$ cat config.mk
export PLATFORM = sky130hd
export DESIGN_NAME = lab1_imul_int_mul_param
export DESIGN_NICKNAME = d
export VERILOG_FILES = /design/src/rtl/lab1_imul_int_mul_param.sv
export SDC_FILE = /design/constraint.sdc
export NUM_CORES = 1
export LEC_CHECK = 0
export CORE_MARGIN = 2
export CORE_UTILIZATION = 45
export DETAILED_ROUTE_END_ITERATION = 10
export PLACE_DENSITY = 0.64
export SYNTH_ARGS = -nofsm -noshare
export SYNTH_HDL_FRONTEND = slang
export SYNTH_HIERARCHICAL = 1
export SYNTH_SLANG_ARGS = --single-unit
$ cat constraint.sdc
create_clock -name clk -period 3.88 [get_ports clk]
set_input_delay 0.776 -clock clk [delete_from_list [all_inputs] [get_ports clk]]
set_output_delay 0.776 -clock clk [all_outputs]
set_load 0.01 [all_outputs]
$ cat src/rtl/lab1_imul_int_mul_param.sv
// Iterative shift-add multiplier with a val/rdy stream interface and a
// double-width product. It handles signed and unsigned operands and stops as soon as the remaining multiplier bits are zero.

module lab1_imul_int_mul_param_chk #(
    parameter int p_nbits = 32,
    parameter int CW      = 6
) (
    input logic                   clk,
    input logic                   reset,
    input logic [CW-1:0]          iter_cnt,
    input logic                   ostream_val,
    input logic                   ostream_rdy,
    input logic [2*p_nbits-1:0]   ostream_msg
);

    localparam logic [CW-1:0] CNT_LIMIT = CW'(p_nbits + 1);

    a_cnt_bound: assert property (@(posedge clk) disable iff (reset)
        iter_cnt <= CNT_LIMIT);

    // A stalled response must hold both valid and the product.
    a_resp_stable: assert property (@(posedge clk) disable iff (reset)
        (ostream_val && !ostream_rdy) |=> (ostream_val && $stable(ostream_msg)));

endmodule

module lab1_imul_int_mul_param #(
    parameter int p_nbits = 32
) (
    input  logic                   clk,
    input  logic                   reset,
    input  logic                   istream_val,
    output logic                   istream_rdy,
    input  logic [2*p_nbits:0]     istream_msg,
    output logic                   ostream_val,
    input  logic                   ostream_rdy,
    output logic [2*p_nbits-1:0]   ostream_msg
);

    localparam int NW = 2 * p_nbits;
    localparam int CW = $clog2(p_nbits + 2);
    localparam logic [CW-1:0] CNT_LIMIT = CW'(p_nbits + 1);
    localparam logic [CW-1:0] CNT_ONE   = {{(CW-1){1'b0}}, 1'b1};

    typedef enum logic [1:0] {
        ST_IDLE = 2'd0,
        ST_CALC = 2'd1,
        ST_DONE = 2'd2
    } state_e;

    state_e               state_q, state_d;
    logic [NW-1:0]        areg_q, areg_d;
    logic [NW-1:0]        result_q, result_d;
    logic [p_nbits-1:0]   breg_q, breg_d;
    logic                 neg_q, neg_d;
    logic [CW-1:0]        cnt_q, cnt_d;

    logic                 sgn_s;
    logic [p_nbits-1:0]   a_s, b_s;
    logic [p_nbits-1:0]   a_mag_s, b_mag_s;
    logic                 accept_s, resp_hs_s;

    // Magnitude as an N-bit unsigned value, so the most negative operand maps to 2^(N-1).
    function automatic logic [p_nbits-1:0] op_mag(input logic [p_nbits-1:0] v, input logic sgn);
        if (sgn && v[p_nbits-1]) begin
            return ~v + {{(p_nbits-1){1'b0}}, 1'b1};
        end else begin
            return v;
        end
    endfunction

    function automatic logic [NW-1:0] neg2(input logic [NW-1:0] v);
        return ~v + {{(NW-1){1'b0}}, 1'b1};
    endfunction

    assign sgn_s     = istream_msg[NW];
    assign a_s       = istream_msg[NW-1:p_nbits];
    assign b_s       = istream_msg[p_nbits-1:0];
    assign a_mag_s   = op_mag(a_s, sgn_s);
    assign b_mag_s   = op_mag(b_s, sgn_s);

    assign istream_rdy = (state_q == ST_IDLE) & ~reset;
    assign ostream_val = (state_q == ST_DONE);
    assign ostream_msg = result_q;

    assign accept_s  = istream_val & istream_rdy;
    assign resp_hs_s = ostream_val & ostream_rdy;

    // Next-state and datapath update for the accept / iterate / hold phases.
    always_comb begin
        state_d  = state_q;
        areg_d   = areg_q;
        breg_d   = breg_q;
        result_d = result_q;
        neg_d    = neg_q;
        cnt_d    = cnt_q;
        case (state_q)
            ST_IDLE: begin
                if (accept_s) begin
                    state_d  = ST_CALC;
                    areg_d   = {{p_nbits{1'b0}}, a_mag_s};
                    breg_d   = b_mag_s;
                    neg_d    = sgn_s & (a_s[p_nbits-1] ^ b_s[p_nbits-1]);
                    result_d = {NW{1'b0}};
                    cnt_d    = {CW{1'b0}};
                end else begin
                    state_d  = ST_IDLE;
                end
            end
            ST_CALC: begin
                // The counter limit is a guard only; legal operands empty breg first.
                if ((breg_q == {p_nbits{1'b0}}) || (cnt_q == CNT_LIMIT)) begin
                    result_d = neg_q ? neg2(result_q) : result_q;
                    state_d  = ST_DONE;
                end else begin
                    if (breg_q[0]) begin
                        result_d = result_q + areg_q;
                    end else begin
                        result_d = result_q;
                    end
                    areg_d  = areg_q << 1;
                    breg_d  = breg_q >> 1;
                    cnt_d   = cnt_q + CNT_ONE;
                    state_d = ST_CALC;
                end
            end
            ST_DONE: begin
                if (resp_hs_s) begin
                    state_d = ST_IDLE;
                end else begin
                    state_d = ST_DONE;
                end
            end
            default: begin
                state_d = ST_IDLE;
            end
        endcase
    end

    // State and datapath registers; reset discards any in-flight transaction.
    always_ff @(posedge clk) begin
        if (reset) begin
            state_q  <= ST_IDLE;
            areg_q   <= {NW{1'b0}};
            breg_q   <= {p_nbits{1'b0}};
            result_q <= {NW{1'b0}};
            neg_q    <= 1'b0;
            cnt_q    <= {CW{1'b0}};
        end else begin
            state_q  <= state_d;
            areg_q   <= areg_d;
            breg_q   <= breg_d;
            result_q <= result_d;
            neg_q    <= neg_d;
            cnt_q    <= cnt_d;
        end
    end

    lab1_imul_int_mul_param_chk #(
        .p_nbits (p_nbits),
        .CW      (CW)
    ) u_chk (
        .clk         (clk),
        .reset       (reset),
        .iter_cnt    (cnt_q),
        .ostream_val (ostream_val),
        .ostream_rdy (ostream_rdy),
        .ostream_msg (ostream_msg)
    );

endmodule

==> metrics.json, run 1 <==
{
  "global_routing": {
    "total_grt_overflow": 0,
    "grt_first_pass_wirelength_mm": 70.7,
    "grt_max_degree": 87,
    "first_global_vias": 13300,
    "grt_use_total_pct": 28.4,
    "number_of_antenna_violations_at_the_first_check_in_global_routing": 0
  },
  "pwr": {
    "cellLeakagePower_nw": 6.19,
    "powerDensity_nw_per_um2": 298,
    "vdd_drop_max_uv": 329,
    "post-layout-total-power_mw": 4.72
  },
  "floorplanning": {
    "i_o_pin_count": 135,
    "chipHeight_microns": 176,
    "die-width_microns": 176,
    "dieArea_sq_um": 30800,
    "placeableCoreArea_sq_um": 28900,
    "initial_core_util_pct": 45.9,
    "rows": 62
  },
  "worst_setup_path": {
    "worst_ep_arrival_time_ns": 4.01,
    "cp_common_cell": "sky130_fd_sc_hd__nand2b_1",
    "timing.setup.critical_path_class": "reg -> reg",
    "worstSetupEndpointType": "register",
    "launch_instance_of_the_worst_register_to_register_path": "ostream_msg[0]",
    "r2r.worst_path.cells": 12,
    "worstPathRequired_ns": 4.19,
    "critical_path.cell_chain": "ha_1 -> inv_1 -> fa_1 -> nand2b_1 -> a21oi_1 -> o2111ai_1 -> and3_1 -> o41a_1 -> nand2b_1 -> o31ai_1 -> xnor2_1 -> o221ai_1",
    "worstSetupStartpointType": "register",
    "crit_slowest_cell": "sky130_fd_sc_hd__o41a_1",
    "rr_endpoint": "ostream_msg[42]",
    "setup.reg_to_reg.worst_slack_ns": 0.18,
    "critPathMaxStageDelay_ns": 0.53,
    "timing.critical_path.fanout_max": 6
  },
  "drt": {
    "drt_wl_total_mm": 44.5,
    "drt_first_pass_iters": 5,
    "drc": 0,
    "route.detailed.vias_per_inst": 6.08,
    "ant_nets": 0,
    "routed_wire_length_per_instance_microns": 18.7,
    "num_vias": 14400,
    "drt_iter0_markers": 1233
  },
  "final_layout": {
    "filler_cell_count": 2825,
    "layout.core_utilization_pct": 54.9,
    "finish.net_count": 2114,
    "area_delta_synth_final_pct": 19.7,
    "finish.instance_area_sq_um": 15800,
    "fraction_of_layout_instances_using_a_drive_strength_above_1_pct": 6.99,
    "num_antenna_cells": 0
  },
  "yosys": {
    "synthArstFlopShare_pct": 0,
    "edff_count_synth": 0,
    "netlist_instances": 1870,
    "mapped_area_sq_um": 13200,
    "synthFlopType": "sky130_fd_sc_hd__dfxtp_1",
    "synth.distinct_cells": 73,
    "synth.yosys.warnings": 6,
    "mappedNetlistNets": 2008,
    "yosysSeqAreaShare_pct": 25.6,
    "mapped_avg_cell_area_sq_um": 7.08,
    "synth-seq-cells": 169
  },
  "sta": {
    "finalSetupViolations": 0,
    "setup_slack_ns": 0.176,
    "tightestPinTransition_ns": 0.916,
    "max_freq_mhz": 270,
    "hold_violations": 0,
    "clock-skew-final_ns": 0.0192,
    "final_cycle_utilization_of_the_critical_path_pct": 95.5,
    "max_slew_margin_pct": 38.9,
    "fin_crit_ns": 3.70,
    "max_transition_viols_final": 0,
    "rsz0062_at_grt": "false"
  },
  "min_path": {
    "worst_hold_path_type": "reg -> reg",
    "worst_hold_path_ep": "areg_q[63]",
    "worstHoldPathCells": 2,
    "min-delay-start": "areg_q[63]"
  },
  "place": {
    "dpl_cell_area_sq_um": 15200,
    "gpl.final_weighted_congestion": 0.933,
    "place_worst_setup_slack_ns": -0.0532,
    "dpl.hpwl_mm": 32.8,
    "io_buffer_count": 134
  },
  "clock_network": {
    "worst_path_clk_slew_ns": 0.08,
    "clk_latency_ns": 0.46,
    "cts_tree": "built",
    "htree_levels": 4,
    "post-cts-setup-buffer-count": 0,
    "maximum_count_of_clock_buffers_along_a_single_path": 2,
    "cts_num_sinks": 169,
    "clk_root_buffer_cell": "sky130_fd_sc_hd__clkbuf_16",
    "cts_buffers": 17
  },
  "run": {
    "max-cap-violations": 0
  },
  "run_status": {
    "run_status": "complete, no violations"
  }
}
==> per-layer routing <==
layer | share of wire (%) | track usage, % | up-vias
met5 | 0 | 0 | -
met4 | 2.9 | 10.2 | 0
met3 | 6.5 | 3.94 | 84
met2 | 46 | 46.5 | 557
met1 | 45 | 38.1 | 6737
li1 | - | - | 7053
==> worst max-delay path, delay by kind of cell, from the launching register on <==
kind | cells | cell delay (ns)
compound gates | 5 | 1.52
xor+xnor | 1 | 0.19
fa+ha+maj | 2 | 0.61
buf+inv | 1 | 0.06
flops | 1 | 0.44
simple gates | 3 | 0.74
==> cells in the mapped netlist (11+ instances only) <==
master | number | area [sq um]
sky130_fd_sc_hd__a21oi_1 | 256 | 1280
sky130_fd_sc_hd__nor2_1 | 229 | 860
sky130_fd_sc_hd__nand2_1 | 190 | 713
sky130_fd_sc_hd__dfxtp_1 | 169 | 3380
sky130_fd_sc_hd__clkbuf_1 | 110 | 413
sky130_fd_sc_hd__o21ai_0 | 101 | 505
sky130_fd_sc_hd__xnor2_1 | 71 | 622
sky130_fd_sc_hd__ha_1 | 68 | 851
sky130_fd_sc_hd__nor3_1 | 64 | 320
sky130_fd_sc_hd__nand3_1 | 60 | 300
sky130_fd_sc_hd__a211oi_1 | 54 | 405
sky130_fd_sc_hd__xor2_1 | 54 | 473
sky130_fd_sc_hd__inv_1 | 39 | 146
sky130_fd_sc_hd__a21o_1 | 32 | 240
sky130_fd_sc_hd__nand4_1 | 29 | 181
sky130_fd_sc_hd__nor4_1 | 27 | 169
sky130_fd_sc_hd__o211ai_1 | 24 | 180
sky130_fd_sc_hd__or3_1 | 22 | 138
sky130_fd_sc_hd__a31oi_1 | 19 | 119
sky130_fd_sc_hd__and3_1 | 19 | 119
sky130_fd_sc_hd__o21bai_1 | 19 | 143
sky130_fd_sc_hd__o31ai_1 | 19 | 143
sky130_fd_sc_hd__nand2b_1 | 18 | 113
sky130_fd_sc_hd__a221oi_1 | 14 | 123
sky130_fd_sc_hd__a22oi_1 | 12 | 90.1
sky130_fd_sc_hd__or2_2 | 11 | 68.8
==> power by group <==
group	switching (mW)	internal (mW)	total [mW]	leakage, nW
clock	0.927	0.885	1.81	0.294
sequential	0.0730	1.81	1.88	1.37
combinational	0.640	0.392	1.03	4.53
total	1.64	3.08	4.72	6.19
==> cell usage in the layout (no fill, tap or decap), drive strengths merged, types with 11 or more instances in the layout <==
cell           Yosys  routed
a21o              32      32
a31oi             19      19
nor3              66      66
nand3             61      61
o31ai             19      19
nand4             29      29
o21ai            103     103
a21oi            256     256
a211oi            54      54
buf                8      72
or3               25      25
xnor2             71      71
nand2b            18      18
o21bai            19      19
clkbuf           110      17
dfxtp            169     169
o211ai            24      24
a22oi             13      13
or2               12      12
clkdlybuf4s50      0     133
nor2             229     229
inv               39      49
xor2              54      54
nor4              28      28
nand2            190     190
ha                68      68
or4               11      11
and3              19      19
a221oi            14      14
==> kinds of logic after synthesis <==
group,synth area share (%)
and+or+nand+nor,26.0
AOI/OAI and AO/OA,29.0
DFF,25.6
buffers and inverters,4.49
xor gates and xnor gates,8.27
adders and majority gates,6.58
muxes,0.151
==> what timing repair did <==
action	4_1_cts	5_1_grt
resized for setup	0	7
hold endpoints to repair	0	0
endpoints found under the setup margin	0	11
hold buffers	0	0
==> cell type report <==
cell class                      count  area [sq um]  area share (%)
Multi-Input combinational cell   1544          9330            58.9
Sequential cell                   169          3380            21.3
Timing Repair Buffer              205          1900            12.0
Tap cell                          384           480            3.03
Clock buffer                       17           425            2.68
Clock inverter                     15           183            1.15
Inverter                           39           146           0.924
==> how the worst max path moves through the flow <==
stage	start	to	slack, ns	depth (start not counted)
6_report	ostream_msg[0]	ostream_msg[42]	0.18	12
5_1_grt	ostream_msg[0]	ostream_msg[56]	0.02	14
4_1_cts	ostream_msg[0]	ostream_msg[60]	0.11	13
3_5_place_dp	istream_msg[37]	areg_q[27]	-0.05	11
3_3_place_gp	istream_msg[38]	areg_q[27]	0.09	11
2_1_floorplan	ostream_msg[0]	ostream_msg[56]	0.43	14
==> sequential cells by signal, indices dropped and copies added, names as in the netlist <==
signal / cells
neg_q: 1
ostream_msg: 64
cnt_q: 6
breg_q: 32
state_q: 2
areg_q: 64
==> through the flow <==
step | setup TNS [ns] | instances | hold WS [ns]
6_report | 0 | 2373 | 0.466
5_1_grt | 0 | 2373 | 0.490
4_1_cts | 0 | 2373 | 0.468
2_1_floorplan | 0 | 1870 | 0.440
3_3_place_gp | 0 | 2341 | 0.451
3_5_place_dp | -0.0532 | 2341 | 0.457
Note: power is estimated with default switching activity, not from simulation.
==> inputs of run 2 (changes only) <==
clock period = 4.4 ns   (was 3.88 ns; I/O delays follow)
==> run 2 against run 1 <==
Non-clock buffer count fell by 32; highest routed layer unchanged; setup slack better by 0.46 ns; largest cell class unchanged; final cell count fell by 1.3%; combinational power down 12%; clock skew increased by 0.00099 ns.
==> metrics.json, run 2 (same netlist as run 1, synthesis figures left out) <==
{
  "sta": {
    "max_slew_margin": {"value": 39.4, "unit": "%", "change": "+0.53 points"},
    "max_freq": {"value": 266, "unit": "MHz", "change": "-1.6%"},
    "setup_tns": {"value": 0, "unit": "ns", "change": "unchanged"},
    "tightestPinTransition": {"value": 0.908, "unit": "ns", "change": "-0.00798 ns"},
    "setup_slack": {"value": 0.636, "unit": "ns", "change": "+0.460 ns"},
    "clock-skew-final": {"value": 0.0201, "unit": "ns", "change": "+0.000991 ns"},
    "rsz0062_at_grt": "false",
    "hold_violations": {"value": 0, "change": "unchanged"},
    "fin_crit": {"value": 3.76, "unit": "ns", "change": "+0.0602 ns"},
    "max_transition_viols_final": {"value": 0, "change": "unchanged"},
    "final_cycle_utilization_of_the_critical_path": {"value": 85.5, "unit": "%", "change": "-9.9 points"},
    "finalSetupViolations": {"value": 0, "change": "unchanged"}
  },
  "global_routing": {
    "grt_max_degree": {"value": 106, "change": "+22%"},
    "total_grt_overflow": {"value": 0, "change": "unchanged"},
    "grt_first_pass_wirelength": {"value": 68.7, "unit": "mm", "change": "-2.9%"},
    "grt_use_total": {"value": 27.7, "unit": "%", "change": "-0.69 points"},
    "first_global_vias": {"value": 13000, "change": "-2.1%"},
    "number_of_antenna_violations_at_the_first_check_in_global_routing": {"value": 0, "change": "unchanged"}
  },
  "clock_network": {
    "cts-hold-fix-buffers": {"value": 0, "change": "unchanged"},
    "clk_latency": {"value": 0.45, "unit": "ns", "change": "about the same"},
    "post-cts-setup-buffer-count": {"value": 0, "change": "unchanged"},
    "cts_tree": "built",
    "worst_path_clk_slew": {"value": 0.08, "unit": "ns", "change": "about the same"},
    "htree_levels": {"value": 4, "change": "unchanged"},
    "cts_resized": {"value": 0, "change": "unchanged"},
    "maximum_count_of_clock_buffers_along_a_single_path": {"value": 2, "change": "unchanged"},
    "cts_num_sinks": {"value": 169, "change": "unchanged"},
    "cts_buffers": {"value": 17, "change": "unchanged"},
    "clk_root_buffer_cell": "sky130_fd_sc_hd__clkbuf_16"
  },
  "final_layout": {
    "fraction_of_layout_instances_using_a_drive_strength_above_1": {"value": 5.31, "unit": "%", "change": "-1.7 points"},
    "final_common_cell": "sky130_fd_sc_hd__a21oi_1",
    "area_delta_synth_final_pct": 17.8,
    "mostFrequentLayoutCells": "255 x sky130_fd_sc_hd__a21oi_1, 227 x sky130_fd_sc_hd__nor2_1, 190 x sky130_fd_sc_hd__nand2_1",
    "num_antenna_cells": {"value": 0, "change": "unchanged"},
    "finish.net_count": {"value": 2082, "change": "-1.5%"},
    "layout.core_utilization": {"value": 54.0, "unit": "%", "change": "-0.88 points"}
  },
  "drt": {
    "num_vias": {"value": 14200, "change": "-1.7%"},
    "drt_first_pass_iters": {"value": 7, "change": "+2"},
    "ant_nets": {"value": 0, "change": "unchanged"},
    "drc": {"value": 0, "change": "unchanged"},
    "routed_wire_length_per_instance": {"value": 18.6, "unit": "microns", "change": "-0.98%"},
    "drt_wl_total": {"value": 43.4, "unit": "mm", "change": "-2.3%"},
    "route.detailed.vias_per_inst": {"value": 6.06, "change": "-0.39%"},
    "drt_iter0_markers": {"value": 1082, "change": "-12%"}
  },
  "pwr": {
    "cellLeakagePower": {"value": 6.03, "unit": "nW", "change": "-2.6%"},
    "vdd_drop_max": {"value": 274, "unit": "uV", "change": "-17%"},
    "powerDensity": {"value": 265, "unit": "nW/um^2", "change": "-11%"}
  },
  "run_status": {
    "run_status": "complete, no violations"
  },
  "floorplanning": {
    "i_o_pin_count": {"value": 135, "change": "unchanged"},
    "die-width": {"value": 176, "unit": "microns", "change": "unchanged"},
    "rows": {"value": 62, "change": "unchanged"},
    "initial_core_util": {"value": 45.9, "unit": "%", "change": "unchanged"},
    "chipHeight": {"value": 176, "unit": "microns", "change": "unchanged"},
    "placeableCoreArea": {"value": 28900, "unit": "sq um", "change": "unchanged"},
    "dieArea": {"value": 30800, "unit": "sq um", "change": "unchanged"}
  },
  "worst_setup_path": {
    "worstSetupEndpointType": "register",
    "timing.critical_path.fanout_max": {"value": 6, "change": "unchanged"},
    "worstPathRequired": {"value": 4.69, "unit": "ns", "change": "+0.50 ns"},
    "critical_path.cell_chain": "ha_1 -> a211oi_1 -> o21ai_0 -> o2111ai_1 -> nand2_1 -> a41oi_1 -> o31a_1 -> o32ai_1 -> buf_4 -> nor2_1 -> xor2_1 -> o22ai_1",
    "worst_ep_arrival_time": {"value": 4.06, "unit": "ns", "change": "+0.05 ns"},
    "worstSetupStartpointType": "register",
    "critPathMaxStageDelay": {"value": 0.45, "unit": "ns", "change": "-0.08 ns"},
    "crit_slowest_cell": "sky130_fd_sc_hd__dfxtp_1",
    "timing.setup.critical_path_class": "reg -> reg"
  },
  "place": {
    "place_worst_setup_slack": {"value": 0.429, "unit": "ns", "change": "+0.483 ns"},
    "io_buffer_count": {"value": 134, "change": "unchanged"},
    "dpl.hpwl": {"value": 32.1, "unit": "mm", "change": "-2.1%"},
    "gpl.final_weighted_congestion": {"value": 0.978, "change": "+4.8%"}
  },
  "run": {
    "max-cap-violations": {"value": 0, "change": "unchanged"}
  },
  "min_path": {
    "worst_hold_path_type": "reg -> reg"
  }
}
[run 2: report_power, final]
part           total (mW)  internal, mW  switching (mW)  leakage, nW
Combinational       0.905         0.337           0.568         4.36
Clock                1.58         0.778           0.800        0.297
Sequential           1.66          1.59          0.0646         1.37
[run 2: path summary, 6_finish.rpt]
path	start	to	slack, ns	cells after the start
hold reg to reg	areg_q[63]	areg_q[63]	0.47	2
setup / recovery	ostream_msg[1]	ostream_msg[37]	0.64	12
setup reg to reg	ostream_msg[1]	ostream_msg[37]	0.64	12
hold / removal	areg_q[63]	areg_q[63]	0.47	2
[run 2: worst max-delay path: cells and delay by family, from the launching register on]
family / cells / cell delay [ns]
AOI/OAI and AO/OA: 7 / 1.91
and+or+nand+nor: 2 / 0.55
DFF: 1 / 0.45
adders and majority gates: 1 / 0.29
xor gates and xnor gates: 1 / 0.23
buffers and inverters: 1 / 0.19
[run 2: cell type report]
class / instances / area [sq um]
multi-input combinational: 1544 / 9320
clock buffer: 17 / 425
inverter: 39 / 146
tap: 384 / 480
timing repair buffer: 173 / 1660
sequential: 169 / 3380
fill: 2867 / 13300
clock inverter: 15 / 186
[run 2: through the flow]
stage	cell area, sq um	cells	total power [mW]	hold slack, ns
floorplan	13200	1870	2.28	0.440
global placement	15000	2309	2.57	0.451
detailed placement	15000	2309	2.59	0.464
CTS	15600	2341	4.15	0.473
global route	15600	2341	4.33	0.492
finish	15600	2341	4.14	0.475
[run 2: layer usage]
| layer | global-route usage [%] | up-vias | wire length (microns) |
|---|---|---|---|
| met5 | 0 | - | 0 |
| met4 | 11.5 | 0 | 1560 |
| met3 | 3.72 | 98 | 2830 |
| met2 | 44.4 | 499 | 19400 |
| met1 | 37.4 | 6599 | 19600 |
| li1 | - | 6985 | - |
